[config.mk]
export PLATFORM = sky130hd
export DESIGN_NAME = mips_multicycle_control_flat
export DESIGN_NICKNAME = d
export VERILOG_FILES = /design/src/rtl/mips_multicycle_control_if.sv /design/src/rtl/mips_multicycle_control.sv /design/src/flat_wrapper.sv
export SDC_FILE = /design/constraint.sdc
export NUM_CORES = 1
export LEC_CHECK = 0
export BUFFER_PORTS_ARGS = -buffer_cell sky130_fd_sc_hd__buf_2
export CAP_MARGIN = 20
export CELL_PAD_IN_SITES_DETAIL_PLACEMENT = 2
export CELL_PAD_IN_SITES_GLOBAL_PLACEMENT = 2
export CORE_ASPECT_RATIO = 0.75
export CORE_MARGIN = 2
export CORE_UTILIZATION = 27
export CTS_CLUSTER_DIAMETER = 50
export DETAILED_ROUTE_END_ITERATION = 7
export PLACE_DENSITY_LB_ADDON = 0.1
export SETUP_SLACK_MARGIN = 0.02
export SLEW_MARGIN = 15
export SYNTH_ARGS = -nofsm -noshare
export SYNTH_HDL_FRONTEND = slang
export SYNTH_SLANG_ARGS = --single-unit
[constraint.sdc]
create_clock -name clk -period 1.8 [get_ports clk]
set_input_delay 0.27 -clock clk [delete_from_list [all_inputs] [get_ports clk]]
set_output_delay 0.27 -clock clk [all_outputs]
set_load 0.02 [all_outputs]
[src/rtl/mips_multicycle_control_if.sv]
// mips_multicycle_control_if: IR opcode, memory handshake and datapath controls
// between the multi-cycle MIPS control FSM and its datapath.
interface mips_multicycle_control_if;
    logic [5:0]  opcode;
    logic        mem_ready;
    logic        pc_write, pc_write_cond, i_or_d, mem_read, mem_write;
    logic        ir_write, mem_to_reg, reg_dst, reg_write, alu_src_a;
    logic [1:0]  alu_src_b, alu_op, pc_source;
    logic [3:0]  state;
    logic        illegal_op;
    logic [31:0] instr_count;

    modport master (
        input  opcode, mem_ready,
        output pc_write, pc_write_cond, i_or_d, mem_read, mem_write, ir_write,
               mem_to_reg, reg_dst, reg_write, alu_src_a, alu_src_b, alu_op,
               pc_source, state, illegal_op, instr_count
    );

    modport slave (
        output opcode, mem_ready,
        input  pc_write, pc_write_cond, i_or_d, mem_read, mem_write, ir_write,
               mem_to_reg, reg_dst, reg_write, alu_src_a, alu_src_b, alu_op,
               pc_source, state, illegal_op, instr_count
    );
endinterface

[src/rtl/mips_multicycle_control.sv]
// mips_multicycle_control: multi-cycle MIPS control FSM sequencing fetch, decode,
// execute, memory access and write-back, with a retired-fetch counter.
module mips_multicycle_control (
    input logic clk,
    input logic rst_n,
    mips_multicycle_control_if.master bus
);
    typedef enum logic [3:0] {
        IDLE, FETCH, DECODE, MEM_ADDR, MEM_READ, MEM_WB, MEM_WRITE,
        EXECUTE, ALU_WB, BRANCH, JUMP, ADDI_EX, ADDI_WB
    } state_t;

    typedef struct packed {
        logic       pc_write, pc_write_cond, i_or_d, mem_read, mem_write;
        logic       mem_to_reg, reg_dst, reg_write, alu_src_a;
        logic [1:0] alu_src_b, alu_op, pc_source;
    } ctl_t;

    localparam logic [5:0] OP_R = 6'h00, OP_LW = 6'h23, OP_SW = 6'h2b;
    localparam logic [5:0] OP_BEQ = 6'h04, OP_J = 6'h02, OP_ADDI = 6'h08;

    state_t      st, nxt;
    ctl_t        ctl;
    logic [31:0] cnt;
    logic        fetch_done;

    assign fetch_done = st == FETCH && bus.mem_ready;

    // Moore controls for a state; registered against the next state so they line up with it
    function automatic ctl_t decode(state_t s);
        ctl_t c;
        c = '0;
        case (s)
            FETCH:             begin c.mem_read = 1'b1; c.alu_src_b = 2'b01; end
            DECODE:            c.alu_src_b = 2'b11;
            MEM_ADDR, ADDI_EX: begin c.alu_src_a = 1'b1; c.alu_src_b = 2'b10; end
            MEM_READ:          begin c.mem_read = 1'b1; c.i_or_d = 1'b1; end
            MEM_WB:            begin c.reg_write = 1'b1; c.mem_to_reg = 1'b1; end
            MEM_WRITE:         begin c.mem_write = 1'b1; c.i_or_d = 1'b1; end
            EXECUTE:           begin c.alu_src_a = 1'b1; c.alu_op = 2'b10; end
            ALU_WB:            begin c.reg_write = 1'b1; c.reg_dst = 1'b1; end
            BRANCH:            begin c.alu_src_a = 1'b1; c.alu_op = 2'b01; c.pc_write_cond = 1'b1; c.pc_source = 2'b01; end
            JUMP:              begin c.pc_write = 1'b1; c.pc_source = 2'b10; end
            ADDI_WB:           c.reg_write = 1'b1;
            default:           ;
        endcase
        return c;
    endfunction

    always_comb begin
        nxt = FETCH;
        case (st)
            FETCH:     nxt = bus.mem_ready ? DECODE : FETCH;
            DECODE:    nxt = bus.opcode == OP_R    ? EXECUTE  :
                             bus.opcode == OP_LW   ? MEM_ADDR :
                             bus.opcode == OP_SW   ? MEM_ADDR :
                             bus.opcode == OP_BEQ  ? BRANCH   :
                             bus.opcode == OP_J    ? JUMP     :
                             bus.opcode == OP_ADDI ? ADDI_EX  : FETCH;
            MEM_ADDR:  nxt = bus.opcode == OP_LW ? MEM_READ : MEM_WRITE;
            MEM_READ:  nxt = bus.mem_ready ? MEM_WB : MEM_READ;
            MEM_WRITE: nxt = bus.mem_ready ? FETCH : MEM_WRITE;
            EXECUTE:   nxt = ALU_WB;
            ADDI_EX:   nxt = ADDI_WB;
            default:   nxt = FETCH;
        endcase
    end

    always_ff @(posedge clk) begin
        if (!rst_n) begin
            st  <= IDLE;
            ctl <= '0;
            cnt <= '0;
        end else begin
            st  <= nxt;
            ctl <= decode(nxt);
            if (fetch_done) cnt <= cnt + 32'd1;
        end
    end

    assign bus.pc_write      = ctl.pc_write | fetch_done;
    assign bus.ir_write      = fetch_done;
    assign bus.pc_write_cond = ctl.pc_write_cond;
    assign bus.i_or_d        = ctl.i_or_d;
    assign bus.mem_read      = ctl.mem_read;
    assign bus.mem_write     = ctl.mem_write;
    assign bus.mem_to_reg    = ctl.mem_to_reg;
    assign bus.reg_dst       = ctl.reg_dst;
    assign bus.reg_write     = ctl.reg_write;
    assign bus.alu_src_a     = ctl.alu_src_a;
    assign bus.alu_src_b     = ctl.alu_src_b;
    assign bus.alu_op        = ctl.alu_op;
    assign bus.pc_source     = ctl.pc_source;
    assign bus.state         = st;
    assign bus.illegal_op    = st == DECODE && !(bus.opcode inside {OP_R, OP_LW, OP_SW, OP_BEQ, OP_J, OP_ADDI});
    assign bus.instr_count   = cnt;
endmodule

[src/flat_wrapper.sv]
// flat-port wrapper written by rule: the top's interface ports become plain ports
module mips_multicycle_control_flat 
  (clk, rst_n, bus_opcode, bus_mem_ready, bus_pc_write, bus_pc_write_cond, bus_i_or_d, bus_mem_read, bus_mem_write, bus_ir_write, bus_mem_to_reg, bus_reg_dst, bus_reg_write, bus_alu_src_a, bus_alu_src_b, bus_alu_op, bus_pc_source, bus_state, bus_illegal_op, bus_instr_count);
  mips_multicycle_control_if bus_i ();
  input logic clk;
  input logic rst_n;
  input wire logic [$bits(bus_i.opcode)-1:0] bus_opcode;
  input wire logic [$bits(bus_i.mem_ready)-1:0] bus_mem_ready;
  output wire logic [$bits(bus_i.pc_write)-1:0] bus_pc_write;
  output wire logic [$bits(bus_i.pc_write_cond)-1:0] bus_pc_write_cond;
  output wire logic [$bits(bus_i.i_or_d)-1:0] bus_i_or_d;
  output wire logic [$bits(bus_i.mem_read)-1:0] bus_mem_read;
  output wire logic [$bits(bus_i.mem_write)-1:0] bus_mem_write;
  output wire logic [$bits(bus_i.ir_write)-1:0] bus_ir_write;
  output wire logic [$bits(bus_i.mem_to_reg)-1:0] bus_mem_to_reg;
  output wire logic [$bits(bus_i.reg_dst)-1:0] bus_reg_dst;
  output wire logic [$bits(bus_i.reg_write)-1:0] bus_reg_write;
  output wire logic [$bits(bus_i.alu_src_a)-1:0] bus_alu_src_a;
  output wire logic [$bits(bus_i.alu_src_b)-1:0] bus_alu_src_b;
  output wire logic [$bits(bus_i.alu_op)-1:0] bus_alu_op;
  output wire logic [$bits(bus_i.pc_source)-1:0] bus_pc_source;
  output wire logic [$bits(bus_i.state)-1:0] bus_state;
  output wire logic [$bits(bus_i.illegal_op)-1:0] bus_illegal_op;
  output wire logic [$bits(bus_i.instr_count)-1:0] bus_instr_count;
  assign bus_i.opcode = bus_opcode;
  assign bus_i.mem_ready = bus_mem_ready;
  assign bus_pc_write = bus_i.pc_write;
  assign bus_pc_write_cond = bus_i.pc_write_cond;
  assign bus_i_or_d = bus_i.i_or_d;
  assign bus_mem_read = bus_i.mem_read;
  assign bus_mem_write = bus_i.mem_write;
  assign bus_ir_write = bus_i.ir_write;
  assign bus_mem_to_reg = bus_i.mem_to_reg;
  assign bus_reg_dst = bus_i.reg_dst;
  assign bus_reg_write = bus_i.reg_write;
  assign bus_alu_src_a = bus_i.alu_src_a;
  assign bus_alu_src_b = bus_i.alu_src_b;
  assign bus_alu_op = bus_i.alu_op;
  assign bus_pc_source = bus_i.pc_source;
  assign bus_state = bus_i.state;
  assign bus_illegal_op = bus_i.illegal_op;
  assign bus_instr_count = bus_i.instr_count;
  mips_multicycle_control u_core (.clk(clk), .rst_n(rst_n), .bus(bus_i));
endmodule
==> flow_metrics.tcl, run 1 <==
set metrics [dict create \
    synth_xor_area_share_pct 11.1 \
    drive_above_1_share_pct 39.9 \
    async_flop_share_pct 0 \
    grt_pass1_wl_mm 12.1 \
    cts-root-buf "clkbuf_16" \
    track_usage_pct 17.0 \
    reg2reg_to "u_core.bus.instr_count[19]$_SDFFE_PN0P_" \
    grt_pass1_vias 2287 \
    detail-route-antenna-nets 0 \
    hp-class "input port to flip-flop" \
    period_share_pct 96.6 \
    drtPass1Iterations 4 \
    dp_hpwl_mm 5.41 \
    wl_per_cell_um 16.8 \
    start_util_pct 27.4 \
    synth_edf_count 0 \
    synth_nets 270 \
    clk_pin_slew_ns 0.07 \
    clockBufferDepth 2 \
    cp_max_fo 11 \
    cp-start-kind "flip-flop" \
    worstPathRequired_ns 1.99 \
    r2r-start "u_core.bus.instr_count[0]$_SDFFE_PN0P_" \
    synth_ff_type "dfxtp_1" \
    cp-startpoint "u_core.bus.instr_count[0]$_SDFFE_PN0P_" \
    cts_tree "yes" \
    numCtsBuffers 5 \
    fin_nets 357 \
    cts_hold_buf 0 \
    rrSetupSlack_ns 0.06 \
    synth_top_family_by_area "simple AND/OR/NAND/NOR gates" \
    power_w 0.00254 \
    fin_crit_ns 1.74 \
    ff2ff_path_depth 6 \
    num_io_pins 62 \
    crit_chain "and2_1 -> nand4_2 -> buf_12 -> nor3b_1 -> xnor2_1 -> nor2_1" \
    hold_start "rst_n" \
    yosys.area_share.simple_pct 34.7 \
    gp_congestion 0.710 \
    slew_headroom_pct 67.5 \
    num_antenna_cells 0 \
    hold_viol 0 \
    core-area_um2 8350 \
    drtIter0Drc 55 \
    drc 0 \
    synth_compound_area_share_pct 5.96 \
    clk_latency_ns 0.30 \
    multi_input_area_um2 1340 \
    design.die.area_um2 9240 \
    fillers 949 \
    ys_ff_latch 48 \
    min_to "u_core.bus.mem_read$_SDFF_PN0_" \
    syn_to_final_growth_pct 43.1 \
    synthAdderAreaFrac_pct 0.547 \
    vdd_drop_max_v 0.000515 \
    largest_reg_flops 32 \
    clock_sinks 48 \
    critPathSlowestCell "dfxtp_1" \
    vias 2233 \
    die_x_um 110 \
    rsz0062_at_grt "true" \
    power.density_nw_per_um2 776 \
    fin_util_pct 39.3 \
    yosysWarnings 0 \
    holdPathStages 3 \
    drt_wl_total_mm 7.66 \
    crit_arrival_ns 1.93 \
    finClkSkew_ns 0.0109 \
    antenna_found_initial 0 \
    num_rows 29 \
    p_leak_nw 1.45 \
    synthCells 260 \
    cp-end-kind "flip-flop" \
    slowest_delay_ns 0.43 \
    yosysSeqAreaShare_pct 42.0 \
    status "completed" \
    seq_area_um2 987 \
    setup_viol 0 \
    synth_area_um2 2290 \
    grt_overflow_total 0 \
    synth.area.mux_share_pct 1.75 \
    setup.worst_path.class "flip-flop to flip-flop" \
    worst_pin_slew_ns 0.483 \
    die_h_um 83.7 \
    slew_viol_final 0 \
    grt_max_degree 31 \
    synth_cell_types 49 \
    placement.io_buffers 61 \
    htree_num_levels 2 \
    fmax_mhz 575 \
    maxCapViolations 0 \
    viasPerCell 4.90 \
    avgSynthCellArea_um2 8.80 \
]
## metrics by stage
step / TNS (ns) / hold slack, ns / cell area [um2] / instances / setup WS (ns)
2_1_floorplan: 0 / 0.539 / 2300 / 260 / 0.0290
3_3_place_gp: -0.0134 / 0.465 / 2900 / 441 / -0.0134
3_5_place_dp: -0.0849 / 0.497 / 2900 / 441 / -0.0849
4_1_cts: 0 / 0.319 / 3110 / 450 / 0.00606
5_1_grt: -0.114 / 0.341 / 3280 / 456 / -0.0344
6_report: 0 / 0.321 / 3280 / 456 / 0.0614
## repair_timing
item / 4_1_cts / 5_1_grt
setup buffers: 1 / 5
resized for setup: 4 / 30
endpoints found under the hold margin: 0 / 0
gates cloned: 0 / 1
pin swaps: 1 / 5
endpoints found under the setup margin: 6 / 35
## routing by layer
metal / part of all wire (%) / GRT usage [%]
met5: 0 / 0
met4: 0.74 / 4.09
met3: 3.4 / 4.37
met2: 44 / 24.4
met1: 52 / 25.1
## critical path: cells and delay by family, from the launching register on
family,cells,cell delay (ns)
AND/OR/NAND/NOR,4,0.80
XOR/XNOR,1,0.15
flip-flops,1,0.43
buffers and inverters,1,0.25
## report_power, final
group	leakage [nW]	internal, W	switching, W	total (W)
registers	0.396	0.00107	0.0000125	0.00109
clock network	0.0944	0.000802	0.000440	0.00124
logic	0.960	0.0000870	0.000126	0.000213
total	1.45	0.00196	0.000579	0.00254
## logic make-up (layout without fill, tap and decap cells)
family	count (synthesis)	count (layout)
simple gates	139	140
flops	48	48
xor+xnor	29	29
buf+inv	20	107
compound gates	19	19
mux	4	4
fa+ha+maj	1	1
## layout make-up
cell class	count	area share [%]
Sequential cell	48	30.1
Timing Repair Buffer	94	18.4
Inverter	5	0.573
Clock buffer	5	3.82
Clock inverter	3	2.10
Multi-Input combinational cell	193	40.8
Tap cell	108	4.13
## how the worst max path moves through the flow
stage,slack [ns],cells after the start,end
after global placement,-0.01,5,u_core.ctl[14]$_SDFF_PN0_
after detailed placement,-0.08,5,u_core.ctl[14]$_SDFF_PN0_
after global routing,-0.03,6,u_core.bus.instr_count[11]$_SDFFE_PN0P_
after CTS,0.006,5,u_core.bus.instr_count[8]$_SDFFE_PN0P_
final,0.06,6,u_core.bus.instr_count[19]$_SDFFE_PN0P_
after floorplan,0.03,4,bus_pc_write
## layout by cell type (no fill, tap or decap), drive strengths merged, types with 7 or more instances in the layout
cell	n
nor2	40
nor3	15
nand2	17
nor4	9
dfxtp	48
nand3	14
nand4	9
buf	94
xor2	9
and3	7
xnor2	20
## cells in the mapped netlist, drive strengths merged (6+ instances only)
library cell | n | area share, %
nor2 | 40 | 6.6
nor3 | 15 | 3.5
o21ai | 6 | 1.3
nor4 | 9 | 3.1
and3 | 7 | 1.9
buf | 9 | 2.1
nand4 | 8 | 3.4
nand3 | 14 | 3.1
nand2 | 17 | 2.8
dfxtp | 48 | 42
xor2 | 9 | 3.4
xnor2 | 20 | 7.7
clkbuf | 6 | 0.98
Note: power is estimated with default switching activity, not from simulation.
==> run 2: changes to the inputs <==
--- a/config.mk
+++ b/config.mk
@@ -15,6 +15,7 @@
 export CTS_CLUSTER_DIAMETER = 50
 export DETAILED_ROUTE_END_ITERATION = 7
 export PLACE_DENSITY_LB_ADDON = 0.1
+export RECOVER_POWER = 100
 export SETUP_SLACK_MARGIN = 0.02
 export SLEW_MARGIN = 15
 export SYNTH_ARGS = -nofsm -noshare
==> flow_metrics.tcl, run 2 (synthesis results as in run 1) <==
set metrics [dict create \
    worst_pin_slew_ns 0.476 \
    hp-class "input port to flip-flop" \
    p_clk_share_pct 48.9 \
    hold_start "rst_n" \
    wl_met3_um 278 \
    clockBufferDepth 2 \
    core-area_um2 8350 \
    worstPathRequired_ns 1.99 \
    power.switching_w 0.000580 \
    final.setup.tns_ns 0 \
    routed-wl-met2_mm 3.36 \
    num_rows 29 \
    gp_congestion 0.710 \
    r2r-start "u_core.bus.instr_count[0]$_SDFFE_PN0P_" \
    place_area_um2 2900 \
    design.die.area_um2 9240 \
    cp_max_fo 11 \
    fillers 960 \
    finalInstanceArea_um2 3240 \
    swShare_pct 22.8 \
    cp.buffers_inverters 1 \
    ff2ff_path_depth 6 \
    syn_to_final_growth_pct 41.4 \
    start_util_pct 27.4 \
    grt_pass1_vias 2287 \
    num_io_pins 62 \
    finClkSkew_ns 0.0108 \
    intPower_w 0.00196 \
    p_leak_nw 1.32 \
    grt_max_degree 31 \
    viasPerCell 4.91 \
    drive_above_1_share_pct 31.0 \
    power.density_nw_per_um2 784 \
    fmax_mhz 576 \
    hold_viol 0 \
    critPathSlowestCell "dfxtp_1" \
    detail-route-antenna-nets 0 \
    largest_reg_flops 32 \
    maxCapViolations 0 \
    crit_chain "and2_1 -> nand4_2 -> buf_12 -> nor3b_1 -> xnor2_1 -> nor2_1" \
    status "completed" \
    dr.max_layer_used "met4" \
    rsz0062_at_grt "true" \
    cts-root-buf "clkbuf_16" \
    die_x_um 110 \
    die_h_um 83.7 \
    cp-end-kind "flip-flop" \
    final_cell_mix "nor2_1 (39), dfxtp_1 (35), clkbuf_1 (31), buf_4 (29), buf_2 (27)" \
    wl_per_cell_um 16.8 \
    final_common_cell "nor2_1" \
    drtPass1Iterations 4 \
    grt_overflow_total 0 \
    crit_arrival_ns 1.93 \
    vdd_drop_max_v 0.000515 \
    cp_top_family "simple AND/OR/NAND/NOR gates" \
    period_share_pct 96.5 \
    setup_viol 0 \
    grt_pass1_wl_mm 12.1 \
    pwr-share-seq_pct 42.8 \
    clock_sinks 48 \
    cp-startpoint "u_core.bus.instr_count[0]$_SDFFE_PN0P_" \
    antenna_found_initial 0 \
    slowest_delay_ns 0.43 \
    track_usage_pct 17.0 \
    fin_nets 357 \
    m1WireLength_mm 3.97 \
    holdPathStages 3 \
    cts_tree "yes" \
    cp.depth 6 \
    setup.worst_path.class "flip-flop to flip-flop" \
    slew_headroom_pct 68.0 \
    drtIter0Drc 52 \
    htree_num_levels 2 \
    fin_crit_ns 1.74 \
    drc 0 \
    clk_latency_ns 0.30 \
    clk_pin_slew_ns 0.07 \
    slew_viol_final 0 \
    fin_util_pct 38.8 \
    combinationalPowerShare_pct 8.3 \
    cp-start-kind "flip-flop" \
    dp_hpwl_mm 5.41 \
    drt_wl_total_mm 7.67 \
    placement.io_buffers 61 \
    numCtsBuffers 5 \
    cts_hold_buf 0 \
    vias 2241 \
    num_antenna_cells 0 \
]
==> run 2: path summary, 6_finish.rpt <==
path                                                           endpoint  slack (ns)
worst max-delay path            u_core.bus.instr_count[19]$_SDFFE_PN0P_        0.06
worst min-delay path                     u_core.bus.mem_read$_SDFF_PN0_        0.32
worst max register to register  u_core.bus.instr_count[19]$_SDFFE_PN0P_        0.06
worst min register to register  u_core.bus.instr_count[31]$_SDFFE_PN0P_        0.51
==> run 2: what timing repair did <==
action,in CTS,in global routing
cloned,0,1
setup endpoints to repair,6,35
buffers inserted,1,5
resized for setup,4,30
pin swaps,1,5
==> run 2: through the flow <==
step	power [W]	setup WS (ns)	std cells	hold slack, ns
after floorplan	0.00122	0.0290	260	0.539
after global placement	0.00130	-0.0134	441	0.465
after detailed placement	0.00131	-0.0849	441	0.497
after CTS	0.00256	0.00606	450	0.319
after global routing	0.00265	-0.0344	456	0.341
final	0.00254	0.0627	456	0.321
==> run 2: final cells by class <==
cell class,count,area [um2],area share (%)
well taps,108,135,4.17
repair buffers,94,566,17.5
inverters,5,18.8,0.580
flip-flops and latches,48,987,30.5
clock buffers,5,125,3.87
clock inverters,3,68.8,2.13
multi-input cells,193,1340,41.3
==> run 2: routing by layer <==
| layer | up-vias | GRT usage (%) |
|---|---|---|
| li1 | 1084 | - |
| met1 | 1116 | 25.1 |
| met2 | 37 | 24.4 |
| met3 | 4 | 4.37 |
| met4 | 0 | 4.09 |
| met5 | - | 0 |
==> run 2: tightest hold or removal path, stage by stage <==
cell     delay [ns]
buf_2          0.17
nand3_1        0.09
nor2_1         0.04
==> run 2: power by group through the flow <==
stage / Combinational, W / Clock (W) / Sequential (W)
2_1_floorplan: 0.0000946 / 0 / 0.00113
3_3_place_gp: 0.000189 / 0 / 0.00111
3_5_place_dp: 0.000195 / 0 / 0.00111
4_1_cts: 0.000199 / 0.00128 / 0.00109
5_1_grt: 0.000230 / 0.00134 / 0.00109
6_report: 0.000210 / 0.00124 / 0.00109
==> run 3: changes to the inputs <==
--- a/config.mk
+++ b/config.mk
@@ -5,15 +5,15 @@
 export SDC_FILE = /design/constraint.sdc
 export NUM_CORES = 1
 export LEC_CHECK = 0
-export BUFFER_PORTS_ARGS = -buffer_cell sky130_fd_sc_hd__buf_2
 export CAP_MARGIN = 20
 export CELL_PAD_IN_SITES_DETAIL_PLACEMENT = 2
 export CELL_PAD_IN_SITES_GLOBAL_PLACEMENT = 2
 export CORE_ASPECT_RATIO = 0.75
 export CORE_MARGIN = 2
-export CORE_UTILIZATION = 27
+export CORE_UTILIZATION = 33
 export CTS_CLUSTER_DIAMETER = 50
 export DETAILED_ROUTE_END_ITERATION = 7
+export DONT_BUFFER_PORTS = 1
 export PLACE_DENSITY_LB_ADDON = 0.1
 export RECOVER_POWER = 100
 export SETUP_SLACK_MARGIN = 0.02
==> flow_metrics.tcl, run 3 (synthesis results as in run 1) <==
set metrics [dict create \
    drc 0 \
    dp_slack_ns -0.0125 \
    die_x_um 100 \
    crit_arrival_ns 1.50 \
    rsz0062_at_grt "true" \
    grt_overflow_total 0 \
    drt_wl_total_mm 7.11 \
    setup_viol 0 \
    slowest_delay_ns 0.37 \
    combinationalPowerShare_pct 9.0 \
    num_rows 26 \
    final.setup.tns_ns 0 \
    period_share_pct 98.3 \
    grt_pass1_vias 2100 \
    largest_reg_flops 32 \
    power.density_nw_per_um2 672 \
    start_util_pct 33.8 \
    viasPerCell 5.20 \
    numCtsBuffers 5 \
    intPower_w 0.00143 \
    drtIter0Drc 49 \
    wl_per_cell_um 18.2 \
    cp_max_fo 8 \
    dp_hpwl_mm 5.12 \
    cp.buffers_inverters 2 \
    cts_hold_buf 0 \
    clock_sinks 48 \
    hold_viol 0 \
    maxCapViolations 0 \
    die_h_um 76.1 \
    clockBufferDepth 2 \
    placement.io_buffers 0 \
    syn_to_final_growth_pct 27.2 \
    clk_latency_ns 0.31 \
    cp-start-kind "flip-flop" \
    htree_num_levels 2 \
    core-area_um2 6770 \
    fin_nets 315 \
    grt_pass1_wl_mm 11.2 \
    cts-root-buf "clkbuf_8" \
    drive_above_1_share_pct 25.8 \
    worst_slack_ns 0.0305 \
    worstPathRequired_ns 1.53 \
    worst_pin_slew_ns 0.575 \
    detail-route-antenna-nets 0 \
    final_cells 390 \
    hp-class "input port to flip-flop" \
    cts_tree "yes" \
    num_io_pins 62 \
    p_leak_nw 1.06 \
    slew_viol_final 0 \
    dpl.cell_count 375 \
    critPathSlowestCell "dfxtp_2" \
    vdd_drop_max_v 0.000260 \
    crit_chain "buf_6 -> nand3b_1 -> nor3_4 -> buf_6 -> or2_4" \
    fmax_mhz 565 \
    num_antenna_cells 0 \
    setup.worst_path.class "flip-flop to output pin" \
    crit_top_cell "buf_6" \
    vias 2029 \
    grt_max_degree 28 \
    status "completed" \
    p_clk_share_pct 34.8 \
    cp-end-kind "output pin" \
    clk_pin_slew_ns 0.10 \
    track_usage_pct 18.7 \
    power.switching_w 0.000522 \
    final_common_cell "nor2_1" \
    pwr-share-seq_pct 56.2 \
    drtPass1Iterations 4 \
    slew_headroom_pct 61.6 \
    swShare_pct 26.7 \
    cp_top_family "simple AND/OR/NAND/NOR gates" \
    fin_crit_ns 1.77 \
    gp_congestion 0.772 \
    final_cell_mix "nor2_1 (39), dfxtp_1 (37), clkbuf_1 (23), buf_4 (22), xnor2_1 (20)" \
    finClkSkew_ns 0.00955 \
    design.die.area_um2 7620 \
    antenna_found_initial 0 \
]
[run 3: power groups by stage]
| stage | Combinational [W] | Clock, W | Sequential [W] |
|---|---|---|---|
| 2_1_floorplan | 0.0000946 | 0 | 0.00113 |
| 3_3_place_gp | 0.000149 | 0 | 0.00112 |
| 3_5_place_dp | 0.000153 | 0 | 0.00112 |
| 4_1_cts | 0.000155 | 0.000696 | 0.00110 |
| 5_1_grt | 0.000190 | 0.000762 | 0.00110 |
| 6_report | 0.000176 | 0.000680 | 0.00110 |
[run 3: area by class of cell]
| class | count | area [um2] |
|---|---|---|
| Sequential cell | 48 | 980 |
| Inverter | 5 | 18.8 |
| Multi-Input combinational cell | 192 | 1350 |
| Tap cell | 84 | 105 |
| Timing Repair Buffer | 53 | 368 |
| Clock inverter | 3 | 22.5 |
| Fill cell | 790 | 3860 |
| Clock buffer | 5 | 68.8 |
[run 3: worst reg2reg max path, delay by kind of cell, from the launching register on]
| family | cells | cell delay [ns] |
|---|---|---|
| and+or+nand+nor | 3 | 0.95 |
| DFF | 1 | 0.39 |
| buffers and inverters | 1 | 0.20 |
| AOI/OAI and AO/OA | 1 | 0.15 |
[run 3: repair_timing]
action | CTS | global route
endpoints found under the setup margin | 6 | 25
resized for setup | 6 | 27
setup buffers | 0 | 7
gates cloned | 0 | 0
pin swaps | 0 | 7
hold endpoints to repair | 0 | 0
[run 3: routing by layer]
metal | up-vias | share of wire [%] | track usage [%]
met2 | 47 | 44 | 27.9
met4 | 0 | 0.68 | 3.70
met3 | 6 | 5.2 | 5.50
li1 | 992 | - | -
met1 | 984 | 50 | 27.0
met5 | - | 0 | 0
[run 3: stage by stage]
stage / total power, W / utilization, % / hold slack, ns / area (um2)
6_report: 0.00195 / 43.0 / 0.0909 / 2910
5_1_grt: 0.00205 / 43.0 / 0.0744 / 2910
4_1_cts: 0.00195 / 41.7 / 0.0836 / 2820
3_5_place_dp: 0.00128 / 40.0 / 0.415 / 2710
3_3_place_gp: 0.00127 / 40.0 / 0.420 / 2710
2_1_floorplan: 0.00122 / - / 0.539 / 2300
[run 3: path summary, 6_finish.rpt]
kind	from	end	slack [ns]	depth (start not counted)
worst max-delay path	u_core.bus.state[0]$_SDFF_PN0_	bus_pc_write	0.03	5
worst min-delay path	rst_n	u_core.bus.mem_read$_SDFF_PN0_	0.09	2
worst max register to register	u_core.bus.state[3]$_SDFF_PN0_	u_core.bus.instr_count[8]$_SDFFE_PN0P_	0.04	5
worst min register to register	u_core.bus.instr_count[7]$_SDFFE_PN0P_	u_core.bus.instr_count[7]$_SDFFE_PN0P_	0.54	2
